===== src/rtl/cache_data_array_arbiter.sv =====
// Two-port arbiter in front of a single-port cache data SRAM.
// Define CACHE_ARB_RR_EN for round-robin arbitration; default is fixed A-priority.
module cache_data_array_arbiter #(
   parameter int DATA_WIDTH = 256,
   parameter int ADDR_WIDTH = 4,
   parameter int NUM_WMASKS = DATA_WIDTH / 8
) (
   input  logic                  clk,
   input  logic                  rst,
   input  logic                  a_req,
   input  logic                  a_we,
   input  logic [ADDR_WIDTH-1:0] a_addr,
   input  logic [NUM_WMASKS-1:0] a_wmask,
   input  logic [DATA_WIDTH-1:0] a_wdata,
   output logic                  a_ready,
   output logic                  a_rvalid,
   input  logic                  a_rready,
   output logic [DATA_WIDTH-1:0] a_rdata,
   input  logic                  b_req,
   input  logic                  b_we,
   input  logic [ADDR_WIDTH-1:0] b_addr,
   input  logic [NUM_WMASKS-1:0] b_wmask,
   input  logic [DATA_WIDTH-1:0] b_wdata,
   output logic                  b_ready,
   output logic                  b_rvalid,
   input  logic                  b_rready,
   output logic [DATA_WIDTH-1:0] b_rdata,
   output logic                  sram_csb,
   output logic                  sram_web,
   output logic [ADDR_WIDTH-1:0] sram_addr,
   output logic [NUM_WMASKS-1:0] sram_wmask,
   output logic [DATA_WIDTH-1:0] sram_din,
   input  logic [DATA_WIDTH-1:0] sram_dout
);

   typedef enum logic [1:0] {IDLE, RESP_A, RESP_B} state_t;

   state_t state, state_nxt;
   logic   can_gnt;
   logic   gnt_a;
   logic   gnt_b;
   logic   sel_we;
   logic   hs_a;
   logic   hs_b;

   assign hs_a = (state == RESP_A) && a_rready;
   assign hs_b = (state == RESP_B) && b_rready;

   // A pending response blocks new grants until its handshake cycle
   assign can_gnt = !rst && ((state == IDLE) || hs_a || hs_b);

`ifdef CACHE_ARB_RR_EN
   logic last_b;

   always_ff @(posedge clk or posedge rst) begin
      if (rst) begin
         last_b <= 1'b1;
      end else if (gnt_a || gnt_b) begin
         last_b <= gnt_b;
      end
   end

   assign gnt_a = can_gnt && a_req && (!b_req || last_b);
   assign gnt_b = can_gnt && b_req && (!a_req || !last_b);
`else
   assign gnt_a = can_gnt && a_req;
   assign gnt_b = can_gnt && b_req && !a_req;
`endif

   assign a_ready  = gnt_a;
   assign b_ready  = gnt_b;
   assign a_rvalid = (state == RESP_A);
   assign b_rvalid = (state == RESP_B);
   assign a_rdata  = sram_dout;
   assign b_rdata  = sram_dout;

   always_comb begin
      sram_addr  = a_addr;
      sram_wmask = a_wmask;
      sram_din   = a_wdata;
      sel_we     = a_we;
      unique case (1'b1)
         gnt_b: begin
            sram_addr  = b_addr;
            sram_wmask = b_wmask;
            sram_din   = b_wdata;
            sel_we     = b_we;
         end
         default: ;
      endcase
      sram_csb = !(gnt_a || gnt_b);
      sram_web = !(!sram_csb && sel_we);
   end

   always_comb begin
      state_nxt = state;
      if (hs_a || hs_b) begin
         state_nxt = IDLE;
      end
      if (gnt_a && !a_we) begin
         state_nxt = RESP_A;
      end
      if (gnt_b && !b_we) begin
         state_nxt = RESP_B;
      end
   end

   always_ff @(posedge clk or posedge rst) begin
      if (rst) begin
         state <= IDLE;
      end else begin
         state <= state_nxt;
      end
   end

endmodule


===== config.mk =====
export PLATFORM = sky130hd
export DESIGN_NAME = cache_data_array_arbiter
export DESIGN_NICKNAME = d
export VERILOG_FILES = /design/src/rtl/cache_data_array_arbiter.sv
export SDC_FILE = /design/constraint.sdc
export NUM_CORES = 1
export LEC_CHECK = 0
export ABC_AREA = 1
export ABC_CLOCK_PERIOD_IN_PS = 2100
export BUFFER_PORTS_ARGS = -buffer_cell sky130_fd_sc_hd__buf_2
export CAP_MARGIN = 30
export CORE_AREA = 5 5 639 641
export CTS_CLUSTER_DIAMETER = 150
export CTS_CLUSTER_SIZE = 30
export DETAILED_ROUTE_END_ITERATION = 10
export DIE_AREA = 0 0 644 646
export GPL_TIMING_DRIVEN = 0
export PLACE_DENSITY_LB_ADDON = 0.15
export SLEW_MARGIN = 15
export SYNTH_ARGS = -nofsm -noshare
export SYNTH_HDL_FRONTEND = slang
export SYNTH_SLANG_ARGS = --single-unit

===== constraint.sdc =====
create_clock -name clk -period 2.1 [get_ports clk]
set_input_delay 0.105 -clock clk [delete_from_list [all_inputs] [get_ports clk]]
set_output_delay 0.105 -clock clk [all_outputs]
set_load 0.02 [all_outputs]

==> impl_metrics.json <==
{
  "outcome": "complete, but fails checks",
  "violations": "setup timing",
  "die-area_um2": 416000,
  "gp_congestion": 0.905,
  "reg_top3": "state x2",
  "setup_ws_ns": -0.470,
  "drt_iter0_markers": 1375,
  "setup_viol": 285,
  "min_from": "a_we",
  "drt-vias-per-instance": 2.20,
  "wl_um": 288000,
  "switching_share": 0.582,
  "clockBufferDepth": 2,
  "path_max_fanout": 5,
  "rr_worst_depth": 11,
  "hp-class": "input port to flip-flop",
  "grt_pass1_wl_um": 325000,
  "grt_start_max_net_pins": 11,
  "critPathKind": "flip-flop to output port",
  "final_antenna_net_count": 0,
  "layout_common_cells": "buf_2, buf_4, nand2_1, nand4_1, buf_6",
  "grt_pass1_vias": 17300,
  "seqPwrFrac": 0.006,
  "cts_sinks": 2,
  "chipHeight_um": 646,
  "required_ns": 2.00,
  "peakVddDrop_v": 0.000191,
  "syn-num-nets": 2394,
  "r2r_start": "state[0]",
  "synth_edf_count": 0,
  "area_growth_syn_to_layout_pct": 220,
  "io_buffers": 1400,
  "rsz0062_at_grt": "yes",
  "fmax_mhz": 389,
  "post-dp-hpwl_um": 275000,
  "h-tree-depth": 1,
  "grtUsageTotal": 0.130,
  "netlist_instances": 1546,
  "synth-seq-cells": 2,
  "core_um2": 402000,
  "final_common_cell": "buf_2",
  "nNetsFinal": 3889,
  "instances_no_fill": 8399,
  "synth_area_leaders": "buf_4, nand2_1, nand4_1",
  "slew_viol_final": 0,
  "numCtsBuffers": 3,
  "largest_reg_flops": 2,
  "top_register": "state",
  "dp_cells": 8240,
  "hold_viol_final": 0,
  "synth_top_area_cell": "buf_4",
  "vias": 18500,
  "initial_core_util": 0.0214,
  "ys.flop_type": "dfrtp_1",
  "r2r_slack_ns": 0.28,
  "max_slew_margin": 0.326,
  "drt-pass1-iter-count": 5,
  "post_drt_wl_per_cell_um": 34.3,
  "worstHoldPathCells": 2,
  "synthArstFlopShare": 1.00,
  "drc": 0,
  "drive_gt1_frac": 0.769,
  "worst_pin_slew_ns": 1.01,
  "combPwrFrac": 0.958,
  "crit_arrival_ns": 2.47,
  "finClkSkew_ns": 0.00169,
  "reg2reg_to": "state[0]",
  "rows": 233,
  "synth_area_per_cell_um2": 5.57,
  "setup.worst_path.end_class": "output port",
  "tns_ns": -54.95,
  "period_share": 1.22,
  "synth_top_area_frac": 0.450,
  "fin_crit_ns": 2.57,
  "insertion_delay_ns": 0.22,
  "die_width_um": 644,
  "pin_count": 1658,
  "maxCapViolCount": 0,
  "ys_warn_count": 0,
  "internal_power_mw": 3.40,
  "cts-root-buf": "clkbuf_16",
  "antenna_found_initial": 259,
  "cp-start-kind": "flip-flop",
  "clkPwrFrac": 0.036,
  "synth.distinct_cells": 15,
  "clkTransAtPathRegs_ns": 0.03,
  "cts_tree": "done",
  "worstHoldEndpoint": "state[0]",
  "mappedNetlistArea_um2": 8610,
  "switching_power_mw": 4.74,
  "leakagePower_nw": 12.7,
  "grt-ovfl-total": 0,
  "ys_seq_area_frac": 0.00581,
  "power_density_nw_per_um2": 296
}
-- stage by stage --
stage	total power [mW]	worst slack (ns)	hold slack (ns)	area, µm²	util
6_report	8.14	-0.470	0.138	27500	0.0685
5_1_grt	8.55	-0.467	0.156	27400	0.0682
3_3_place_gp	6.52	-2.38	-0.00609	22200	0.0553
3_5_place_dp	6.51	-1.42	-0.00934	22300	0.0556
2_1_floorplan	2.92	0.683	-0.145	8610	-
4_1_cts	7.81	-0.484	0.132	25400	0.0633
-- cell usage after synthesis, types with 2 or more instances --
master,count
a21oi_1,2
buf_1,2
buf_2,59
buf_4,516
clkbuf_1,64
dfrtp_1,2
inv_1,6
inv_2,2
nand2_1,591
nand4_1,293
nor2_1,4
o21ai_0,2
-- worst max-delay path, cell delays in order, from the launching register on --
cell and delay (ns):
dfrtp_1 0.40, nand2_1 0.09, nand2_2 0.07, nor2_4 0.14
buf_12 0.13, buf_6 0.09, buf_6 0.09, buf_12 0.12
buf_12 0.11, buf_12 0.10, buf_8 0.09, nand4_1 0.43
nand2_1 0.19, buf_4 0.16
-- kinds of logic (layout without fill, tap and decap cells) --
| family | Yosys count | after routing | share of synthesized area |
|---|---|---|---|
| and+or+nand+nor | 890 | 890 | 0.474 |
| buffers and inverters | 649 | 2142 | 0.516 |
| AOI/OAI and AO/OA | 5 | 5 | 0.00320 |
| DFF | 2 | 2 | 0.00581 |
| other | 0 | 73 | 0 |
-- final cells by class --
type	instances	area (µm²)
Buffer	634	5020
Antenna cell	73	183
Tap cell	5287	6620
Sequential cell	2	50.0
Clock buffer	3	75.1
Inverter	8	30.0
Fill cell	47800	374000
Multi-Input combinational cell	895	5340
Timing Repair Buffer	1497	10200
-- metal layers --
metal  up-vias  track usage  part of all wire
li1       7701            -                 -
met1      8766        0.131              0.34
met2      1390        0.243              0.51
met3       483       0.0719              0.12
met4       154       0.0127             0.023
met5         -            0            0.0036
-- power groups by stage --
stage | registers, mW | clock network [mW] | logic (mW)
after floorplan | 0.0466 | 0 | 2.88
final | 0.0465 | 0.292 | 7.80
after CTS | 0.0463 | 0.300 | 7.46
after detailed placement | 0.0478 | 0 | 6.47
after global routing | 0.0466 | 0.302 | 8.20
after global placement | 0.0484 | 0 | 6.47
-- worst max path at each step --
| stage | start | slack [ns] | end | depth (start not counted) |
|---|---|---|---|---|
| global route | state[0] | -0.47 | sram_din[203] | 13 |
| CTS | state[0] | -0.48 | sram_din[152] | 9 |
| finish | state[0] | -0.47 | sram_din[210] | 13 |
| detailed placement | state[0] | -1.42 | sram_din[152] | 8 |
| floorplan | state[0] | 0.68 | sram_din[232] | 7 |
| global placement | a_req | -2.38 | sram_din[9] | 7 |
-- what timing repair did --
item	CTS	global route
endpoints found under the hold margin	2	0
hold buffers	1	0
setup buffers	48	31
cloned	7	9
resized for setup	714	481
pin swaps	54	91
setup endpoints to repair	294	290
Note: power is estimated with default switching activity, not from simulation.
